--- src/rtl/bit_gather_pkg.sv ---
// Shared constants and helpers for the lane-bit gather/packer.
// Derivations live here so the top, the bus and the FIFO agree on widths.
package bit_gather_pkg;

  localparam int DEF_IN_W       = 128;
  localparam int DEF_LANE_W     = 16;
  localparam int DEF_PACK       = 4;
  localparam int DEF_FIFO_DEPTH = 4;

  typedef struct packed {
    int num_lanes;
    int out_w;
    int cnt_w;
  } dims_t;

  function automatic int clog2(input int v);
    int r;
    r = 0;
    for (int i = 0; i < 31; i++) begin
      if ((1 << i) < v) r = i + 1;
    end
    return r;
  endfunction

  function automatic dims_t derive(
    input int in_w,
    input int lane_w,
    input int pack
  );
    dims_t d;
    d.num_lanes = in_w / lane_w;
    d.out_w     = d.num_lanes * pack;
    d.cnt_w     = clog2(pack + 1);
    return d;
  endfunction

  function automatic bit is_pow2(input int v);
    return (v > 0) && ((v & (v - 1)) == 0);
  endfunction

endpackage

--- src/rtl/bit_gather_if.sv ---
// Block-in / packed-word-out bus of the gather packer.
// master drives blocks and consumes words; slave is the packer.
interface bit_gather_if
  import bit_gather_pkg::*;
#(
  parameter int IN_W   = DEF_IN_W,
  parameter int LANE_W = DEF_LANE_W,
  parameter int PACK   = DEF_PACK
);

  localparam dims_t D     = derive(IN_W, LANE_W, PACK);
  localparam int    OUT_W = D.out_w;
  localparam int    CNT_W = D.cnt_w;
  localparam int    SEL_W = (clog2(LANE_W) < 1) ? 1
                                                : clog2(LANE_W);

  logic              in_valid;
  logic [IN_W-1:0]   in_data;
  logic [SEL_W-1:0]  sel_bit;
  logic              flush;
  logic              out_valid;
  logic              out_ready;
  logic [OUT_W-1:0]  out_data;
  logic [CNT_W-1:0]  out_count;
  logic              overflow;
  logic              clr_overflow;
  logic              busy;

  modport master (
    output in_valid, in_data, sel_bit, flush,
    output out_ready, clr_overflow,
    input  out_valid, out_data, out_count,
    input  overflow, busy
  );

  modport slave (
    input  in_valid, in_data, sel_bit, flush,
    input  out_ready, clr_overflow,
    output out_valid, out_data, out_count,
    output overflow, busy
  );

endinterface

--- src/rtl/bit_gather_packer_fifo.sv ---
// Show-ahead synchronous FIFO for packed words.
// Head is always visible; push+pop when full is accepted.
module gather_fifo
  import bit_gather_pkg::*;
#(
  parameter int W     = 8,
  parameter int DEPTH = 4
) (
  input  logic         clk,
  input  logic         rst_n,
  input  logic         push,
  input  logic [W-1:0] wdata,
  input  logic         pop,
  output logic [W-1:0] rdata,
  output logic         full,
  output logic         empty
);

  localparam int AW = clog2(DEPTH);

  if (!is_pow2(DEPTH) || DEPTH < 2) begin : g_bad_depth
    $error("gather_fifo: DEPTH must be a power of two >= 2");
  end

  logic [W-1:0]  mem_q [DEPTH];
  logic [W-1:0]  mem_d [DEPTH];
  logic [AW-1:0] wp_q, wp_d;
  logic [AW-1:0] rp_q, rp_d;
  logic [AW:0]   cnt_q, cnt_d;
  logic          do_push, do_pop;

  assign full    = (cnt_q == (AW+1)'(DEPTH));
  assign empty   = (cnt_q == '0);
  assign do_pop  = pop & ~empty;
  assign do_push = push & (~full | do_pop);
  assign rdata   = empty ? '0 : mem_q[rp_q];

  always_comb begin
    mem_d = mem_q;
    wp_d  = wp_q;
    rp_d  = rp_q;
    cnt_d = cnt_q;
    if (do_push) begin
      mem_d[wp_q] = wdata;
      wp_d        = wp_q + AW'(1);
    end
    if (do_pop) rp_d = rp_q + AW'(1);
    unique case (1'b1)
      (do_push & ~do_pop): cnt_d = cnt_q + (AW+1)'(1);
      (do_pop & ~do_push): cnt_d = cnt_q - (AW+1)'(1);
      default:             cnt_d = cnt_q;
    endcase
  end

  always_ff @(posedge clk or negedge rst_n) begin
    if (!rst_n) begin
      for (int i = 0; i < DEPTH; i++) mem_q[i] <= '0;
      wp_q  <= '0;
      rp_q  <= '0;
      cnt_q <= '0;
    end else begin
      mem_q <= mem_d;
      wp_q  <= wp_d;
      rp_q  <= rp_d;
      cnt_q <= cnt_d;
    end
  end

endmodule

--- src/rtl/bit_gather_packer.sv ---
// Gathers one selected bit per lane of each block and packs
// PACK such groups per word into a show-ahead output FIFO.
module bit_gather_packer
  import bit_gather_pkg::*;
#(
  parameter int IN_W       = DEF_IN_W,
  parameter int LANE_W     = DEF_LANE_W,
  parameter int PACK       = DEF_PACK,
  parameter int FIFO_DEPTH = DEF_FIFO_DEPTH
) (
  input logic        clk,
  input logic        rst_n,
  bit_gather_if.slave bus
);

  localparam dims_t D         = derive(IN_W, LANE_W, PACK);
  localparam int    NUM_LANES = D.num_lanes;
  localparam int    OUT_W     = D.out_w;
  localparam int    CNT_W     = D.cnt_w;

  if ((IN_W % LANE_W) != 0 || IN_W < LANE_W ||
      !is_pow2(LANE_W) || PACK < 1 ||
      !is_pow2(FIFO_DEPTH) || FIFO_DEPTH < 2) begin : g_bad_param
    $error("bit_gather_packer: illegal parameter set");
  end

  logic [NUM_LANES-1:0] pick;
  logic [NUM_LANES-1:0] g_q, g_d;
  logic                 gv_q, fl_q;
  logic [OUT_W-1:0]     acc_q, acc_d, acc_n;
  logic [CNT_W-1:0]     grp_q, grp_d, grp_n;
  logic                 ov_q, ov_d;
  logic                 push;
  logic [CNT_W-1:0]     push_cnt;
  logic                 pop;
  logic                 full, empty;
  logic [OUT_W+CNT_W-1:0] rdata;

  for (genvar i = 0; i < NUM_LANES; i++) begin : g_lane
    logic [LANE_W-1:0] lane;
    assign lane    = bus.in_data[i*LANE_W +: LANE_W];
    assign pick[i] = lane[bus.sel_bit];
  end

  assign g_d = bus.in_valid ? pick : g_q;

  // Flush acts on the accumulator after any same-cycle group lands.
  always_comb begin
    acc_n    = acc_q;
    grp_n    = grp_q;
    push     = 1'b0;
    push_cnt = '0;
    if (gv_q) begin
      for (int k = 0; k < PACK; k++) begin
        if (grp_q == CNT_W'(k))
          acc_n[k*NUM_LANES +: NUM_LANES] = g_q;
      end
      if (grp_q == CNT_W'(PACK - 1)) begin
        push     = 1'b1;
        push_cnt = CNT_W'(PACK);
      end else begin
        grp_n = grp_q + CNT_W'(1);
      end
    end
    if (!push && fl_q && grp_n != '0) begin
      push     = 1'b1;
      push_cnt = grp_n;
    end
    acc_d = push ? '0 : acc_n;
    grp_d = push ? '0 : grp_n;
  end

  assign pop = ~empty & bus.out_ready;

  always_comb begin
    ov_d = ov_q;
    if (bus.clr_overflow) ov_d = 1'b0;
    if (push & full & ~pop) ov_d = 1'b1;
  end

  always_ff @(posedge clk or negedge rst_n) begin
    if (!rst_n) begin
      g_q   <= '0;
      gv_q  <= 1'b0;
      fl_q  <= 1'b0;
      acc_q <= '0;
      grp_q <= '0;
      ov_q  <= 1'b0;
    end else begin
      g_q   <= g_d;
      gv_q  <= bus.in_valid;
      fl_q  <= bus.flush;
      acc_q <= acc_d;
      grp_q <= grp_d;
      ov_q  <= ov_d;
    end
  end

  gather_fifo #(
    .W     (OUT_W + CNT_W),
    .DEPTH (FIFO_DEPTH)
  ) u_fifo (
    .clk   (clk),
    .rst_n (rst_n),
    .push  (push),
    .wdata ({push_cnt, acc_n}),
    .pop   (pop),
    .rdata (rdata),
    .full  (full),
    .empty (empty)
  );

  assign bus.out_valid = ~empty;
  assign bus.out_count = rdata[OUT_W +: CNT_W];
  assign bus.out_data  = rdata[OUT_W-1:0];
  assign bus.overflow  = ov_q;
  assign bus.busy      = gv_q | fl_q | (grp_q != '0) | ~empty;

endmodule

--- src/flat_wrapper.sv ---
// flat-port wrapper written by rule: the top's interface ports become plain ports
module bit_gather_packer_flat import bit_gather_pkg::*;
#(
  parameter int IN_W       = DEF_IN_W,
  parameter int LANE_W     = DEF_LANE_W,
  parameter int PACK       = DEF_PACK,
  parameter int FIFO_DEPTH = DEF_FIFO_DEPTH
)
  (clk, rst_n, bus_in_valid, bus_in_data, bus_sel_bit, bus_flush, bus_out_ready, bus_clr_overflow, bus_out_valid, bus_out_data, bus_out_count, bus_overflow, bus_busy);
  bit_gather_if #(.IN_W(IN_W), .LANE_W(LANE_W), .PACK(PACK)) bus_i ();
  input logic clk;
  input logic rst_n;
  input wire logic [$bits(bus_i.in_valid)-1:0] bus_in_valid;
  input wire logic [$bits(bus_i.in_data)-1:0] bus_in_data;
  input wire logic [$bits(bus_i.sel_bit)-1:0] bus_sel_bit;
  input wire logic [$bits(bus_i.flush)-1:0] bus_flush;
  input wire logic [$bits(bus_i.out_ready)-1:0] bus_out_ready;
  input wire logic [$bits(bus_i.clr_overflow)-1:0] bus_clr_overflow;
  output wire logic [$bits(bus_i.out_valid)-1:0] bus_out_valid;
  output wire logic [$bits(bus_i.out_data)-1:0] bus_out_data;
  output wire logic [$bits(bus_i.out_count)-1:0] bus_out_count;
  output wire logic [$bits(bus_i.overflow)-1:0] bus_overflow;
  output wire logic [$bits(bus_i.busy)-1:0] bus_busy;
  assign bus_i.in_valid = bus_in_valid;
  assign bus_i.in_data = bus_in_data;
  assign bus_i.sel_bit = bus_sel_bit;
  assign bus_i.flush = bus_flush;
  assign bus_i.out_ready = bus_out_ready;
  assign bus_i.clr_overflow = bus_clr_overflow;
  assign bus_out_valid = bus_i.out_valid;
  assign bus_out_data = bus_i.out_data;
  assign bus_out_count = bus_i.out_count;
  assign bus_overflow = bus_i.overflow;
  assign bus_busy = bus_i.busy;
  bit_gather_packer #(.IN_W(IN_W), .LANE_W(LANE_W), .PACK(PACK), .FIFO_DEPTH(FIFO_DEPTH)) u_core (.clk(clk), .rst_n(rst_n), .bus(bus_i));
endmodule
--- config.mk ---
export PLATFORM = sky130hd
export DESIGN_NAME = bit_gather_packer_flat
export DESIGN_NICKNAME = d
export VERILOG_FILES = /design/src/rtl/bit_gather_pkg.sv /design/src/rtl/bit_gather_if.sv /design/src/rtl/bit_gather_packer_fifo.sv /design/src/rtl/bit_gather_packer.sv /design/src/flat_wrapper.sv
export SDC_FILE = /design/constraint.sdc
export NUM_CORES = 1
export LEC_CHECK = 0
export CORE_AREA = 2 2 137 139
export CTS_CLUSTER_DIAMETER = 30
export DETAILED_ROUTE_END_ITERATION = 10
export DIE_AREA = 0 0 139 141
export PLACE_DENSITY = 0.95
export SLEW_MARGIN = 10
export SYNTH_ARGS = -nofsm -noshare
export SYNTH_HDL_FRONTEND = slang
export SYNTH_SLANG_ARGS = --single-unit
--- constraint.sdc ---
create_clock -name clk -period 5.5 [get_ports clk]
set_clock_uncertainty 0.15 [all_clocks]
set_input_delay 1.375 -clock clk [delete_from_list [all_inputs] [get_ports clk]]
set_output_delay 1.375 -clock clk [all_outputs]
set_load 0.01 [all_outputs]
==> metrics <==
Synth Area in Simple Gates=6.293%; Hold Buf Count CTS=0; multiplexer area fraction after synthesis=38.32%; CP endpoint kind=output port; fin worst setup slack=around 1.1 ns; Yosys reg bits=193; HPWL Detailed=17190 um; RSZ-0062 raised after global routing=no; combinational share of power=40.3%; post-route ant nets=0; ratio of final minimum period to clock period=79.98%; WHS Path Cells=1; Fillers=1164; Final Hold Fails=0; CTS clk-pin slew, worst paths=0.06 ns; H-tree depth=4; Final #Nets=982; RR Endpoint=u_core.u_fifo.cnt_q[2]$_DFFE_PN0P_; detail-routed via count per cell=5.949; Post-synth ARST share=100.0%; r2r startpoint=u_core.grp_q[0]$_DFF_PN0_; clk buf depth=2; drt drc=0; Post-CTS Setup Repair Bufs=0; clk_lat worst skew=0.43 ns; Clock Sinks=193; crit path max fanout=21; Hold Path End=u_core.u_fifo.mem_q[66]$_DFFE_PN0P_; main combinational cell family by area after synthesis=multiplexers; Peak VDD IR=0.3915 mV; Mapped Nets=817; path depth of the worst reg2reg path=11; LEAKAGE=approximately 5.6 nW; clock root cell=clkbuf_16; FF-to-FF setup slack=roughly 2.1 ns; EDFF count, synth=0; drt wl/cell=between 20 and 25 um; port bufs=between 150 and 200; first-pass iteration count of the detailed router=5; outcome=finished clean; Slew @ Worst Pin=1.016 ns; Clk pwr share=20.4%; Layout area overhead=23.93%; fin util=between 60% and 70%; Yosys warning count=0; CTS tree=built; fin. max-slew vios=0; register area=0.004831 mm2; crit-path cells=buf_4, mux4_2, and2_1, clkdlybuf4s50_1; multi-input logic area=0.005135 mm2; most frequent cells in the layout=dfrtp_1 (192), clkdlybuf4s50_1 (173), mux2_4 (112); crit path buf inv count=2; critical path arrival=2.87 ns; Die Y-Extent=141 um; setup violators final=0; Top Family by Delay on Critical Path=flip-flops; Net Sw Frac=30.94%; largest net degree at the start of global routing=127; setup tns final=0 ns; average size of a mapped cell=15.39 um2; Slowest cell on crit path=dfrtp_2; Slew headroom=32.30%; Worst Hold Class=reg2reg; Internal=0.003934 W; compound-cell area share of the yosys netlist=3.535%; P_sw=0.001762 W; vias in the first global route=around 7000; initial antenna violation count=0; remaining global-route overflow=0; CTS Buf Count=17; XOR/XNOR share of the synthesized area=less than 1%; Rows=50; fraction of final layout cells sized beyond drive strength 1=34.95%; most common cell after layout, fill and taps aside=dfrtp_1; vias=approximately 6400; drt first-iter violations=480; Pwr Density=roughly 450 mW/mm2; Initial Utilization=56.38%; # Max-Cap Violations=0; minimum clock period=4.399 ns; Post-Place Cells=1048; global-route wire length before repair=40250 um; register share of total power=39.3%; final std cells w/o fill=approximately 1100; Core Box Area=0.01827 mm2; ys flop type=dfrtp_1; share of the yosys chip area belonging to registers=46.90%; # resized after CTS=0; routability cong.=0.8226; final wirelength=25140 um; min-delay src=u_core.u_fifo.mem_q[66]$_DFFE_PN0P_; die width=~140 um; GRT Total Usage=26.83%; Worst path max stage delay=roughly 0.87 ns; Synth Area in Adders=1.288%; synth unique cells=40; Critical Path RT=3.97 ns; Place WS=1.257 ns; die area=0.01960 mm2; Setup crit start kind=flip-flop; synthesized area=0.01030 mm2; Syn Inst Count=669; total power=approximately 0.0057 W; fmax=227.3 MHz; worst setup path category=reg2out; Boundary Pins=176
[synth_stat cells (4+ instances only)]
master    instances  area, um2
inv_1            18      67.56
mux4_2           67       1509
nand3_1           7      35.03
mux2i_1           8      80.08
buf_6            12      135.1
buf_2             9      45.04
ha_1              9      112.6
o22ai_1          18      112.6
clkbuf_1         15      56.30
nand2_1          18      67.56
mux2_4          112       1682
and2_1           68      425.4
buf_1             4      15.01
a21oi_1           9      45.04
o31ai_4           4      85.08
dfrtp_1         193       4830
mux2_2           60      675.7
[worst max path at each step]
stage                                                 start                                  to  slack [ns]  cells after the start
after floorplan                               bus_out_ready  u_core.u_fifo.cnt_q[2]$_DFFE_PN0P_        2.02                      9
after CTS                 u_core.u_fifo.rp_q[0]$_DFFE_PN0P_                    bus_out_count[1]        1.03                      4
final                     u_core.u_fifo.rp_q[0]$_DFFE_PN0P_                    bus_out_count[1]        1.10                      4
after detailed placement                      bus_out_ready  u_core.u_fifo.mem_q[0]$_DFFE_PN0P_        1.26                      6
after global placement                        bus_out_ready  u_core.u_fifo.mem_q[0]$_DFFE_PN0P_        1.37                      6
after global routing      u_core.u_fifo.rp_q[0]$_DFFE_PN0P_                    bus_out_data[18]        0.94                      4
[routing by layer]
metal	vias up	global-route usage, %	part of all wire (%)
met5	-	0	0
met1	3376	36.21	42
met4	0	9.835	2.8
met2	217	43.40	50
met3	53	5.910	4.8
li1	2791	-	-
[area by class of cell]
| type | count | area share [%] |
|---|---|---|
| flip-flops and latches | 193 | 37.85 |
| clock buffers | 21 | 3.607 |
| well taps | 234 | 2.294 |
| repair buffers | 189 | 14.77 |
| diodes | 1 | 0.01961 |
| inverters | 18 | 0.5294 |
| multi-input cells | 415 | 40.23 |
| clock inverters | 11 | 0.6960 |
[flip-flops by register name, summed over array words and instances (netlist names)]
name,flops
u_core.u_fifo.mem_q,140
u_core.fl_q,1
u_core.bus.overflow,1
u_core.grp_q,3
u_core.g_q,8
u_core.u_fifo.wp_q,2
u_core.acc_q,32
u_core.gv_q,1
u_core.u_fifo.rp_q,2
u_core.u_fifo.cnt_q,3
[power groups by stage]
stage	sequential, W	combinational [W]	clock, W
finish	0.00224	0.00230	0.00116
global route	0.00229	0.00245	0.00124
CTS	0.00223	0.00231	0.00118
detailed placement	0.00224	0.00229	0
global placement	0.00221	0.00222	0
floorplan	0.00205	0.00165	0
[cell families after synthesis]
logic type | after synthesis
mux | 247
flops | 193
simple gates | 111
buf+inv | 61
compound gates | 42
fa+ha+maj | 10
xor+xnor | 5
[through the flow]
step,hold WS (ns),area [um2]
floorplan,0.3104,10300
detailed placement,0.3406,12200
finish,0.3601,12760
CTS,0.3593,12750
global route,0.3760,12760
global placement,0.3340,12200
[worst reg2reg max path, stage by stage, from the launching register on]
cell and delay (ns):
dfrtp_1 0.46, inv_1 0.14, ha_1 0.37, o41ai_4 0.81, o21a_1 0.25, nand2b_1 0.11, ha_1 0.19, inv_1 0.06
fa_1 0.37, xor2_1 0.15, nor2_1 0.11, xor2_1 0.14
Note: power is estimated with default switching activity, not from simulation.
==> patch: new RTL, config.mk and constraints unchanged <==
The package constant `DEF_PACK` goes from 4 to 5.
--- a/src/rtl/bit_gather_pkg.sv
+++ b/src/rtl/bit_gather_pkg.sv
@@ -6,3 +6,3 @@
   localparam int DEF_LANE_W     = 16;
-  localparam int DEF_PACK       = 4;
+  localparam int DEF_PACK       = 5;
   localparam int DEF_FIFO_DEPTH = 4;
Ports: changed (resized bus_out_data); port bits go from 176 to 184. No check against the original RTL was run, so the function may have changed too.
==> patch against the original RTL <==
Sequential cell count increased by 40; highest routed layer unchanged; setup slack got worse by 0.048 ns; total power increased by 22%; design area increased by 13%; routed wire length increased by 24%; area after synthesis increased by 8.8%; largest power group is now the clock network; first-iteration DRC count increased by 20%; worst hold slack got worse by 0.034 ns.
==> patch: results (changes against the original RTL) <==
clk_lat worst skew 0.51 ns (+0.08 ns); post-synth cell types 35 (-13%); dpl ws 1.34 ns (+0.0836 ns); vias in the first global route 9448 (+32%); clk_buf instances 46 (+120%); status completed; IO buf count 183 (+4.6%); Hold WS 0.326 ns (-0.0338 ns); crit path capture bus_out_data[8]; routed len/inst 22.3 um (-3.9%); Adder-Cell Fraction of Synth Area 0.0118 (-0.00104); Non-clock buffering overhead 0.138 (-0.00972); gr usage total 0.328 (+0.0593); Seq. cell area 5830 um^2 (+21%); worst hold path startpoint u_core.u_fifo.mem_q[53]; multiplexer share of the synthesized area 0.204 (-0.180); H-tree Lvls 2 (-2); leakage 6.49 nW (+17%); Worst Reg-to-Reg Cells 8 (-3); sequential cell count 233 (+21%); Largest regs u_core.u_fifo.mem_q: 172 flops, u_core.acc_q: 40 flops, u_core.g_q: 8 flops; final net count 1282 (+31%); worst-path maximum fanout 25 (+19%); first-pass GRT wire length 49800 um (+24%); Final Instance Count excl. Fillers 1396 (+29%); Synth Area in Compound Gates 0.105 (+0.0695); worst flop-to-flop path endpoint u_core.u_fifo.mem_q[111]; Plain + repair buffers 199 (+5.3%); GPL Wtd Cong 0.899 (+9.3%); R2R Setup Slk 1.83 ns (-0.28 ns); Area contributors post-synth dfrtp_1 (52%), mux4_2 (15%), o21ai_0 (7.1%), nand2_1 (6.1%), mux2i_1 (5.1%); ant diodes 0 (-1); Logic inverters 14 (-4); Seq/Total Area, Yosys 0.520 (+0.0514); Hold Path Cell Cnt 2 (+1); placed cell area 13100 um^2 (+7.2%); multi-input gate count 649 (+56%); Clock Tree Buf Depth 3 (+1); Post-Syn Nets 1113 (+36%); FMAX 225 MHz (-1.1%); Synth Area per Inst 11.6 um^2 (-25%); HPWL Detailed 19900 um (+16%); hold endpoint u_core.u_fifo.mem_q[53]; CTS buffer count 37 (+20); Seq area share 0.405 (+0.0261); fillers 1050 (-9.8%); Slew HR 0.177 (-0.146); First DRT Iteration DRCs 576 (+20%); most frequent cells after synthesis dfrtp_1 (233), nand2_1 (182), o21ai_0 (158), mux4_2 (75), mux2i_1 (57); layout cells sized above 1 0.143 (-0.207); Worst VDD drop 0.427 mV (+9.1%); Psw 2.22 mW (+26%)
==> patch: changes by cell type after synthesis, moves of 43 or more <==
cell	change
mux2i_1	+49
nor2_1	+44
o21ai_0	+156
mux2_4	-112
mux2_2	-59
and2_1	-68
nor2b_1	+43
nand2_1	+164
==> patch: layer usage <==
layer  wire length [um]  up-vias  global-route usage
li1                   -     3760                   -
met1              10900     4354               0.362
met5                  0        -                   0
met4               1660        0               0.169
met2              16800      407               0.603
met3               1760      126              0.0625
==> patch: power by group through the flow <==
stage | clock network (mW) | logic (mW) | registers [mW]
after floorplan | 0 | 1.36 | 2.29
after global placement | 0 | 1.81 | 2.44
after detailed placement | 0 | 1.90 | 2.48
after CTS | 2.53 | 1.95 | 2.48
after global routing | 2.61 | 2.10 | 2.53
final | 2.51 | 1.93 | 2.50
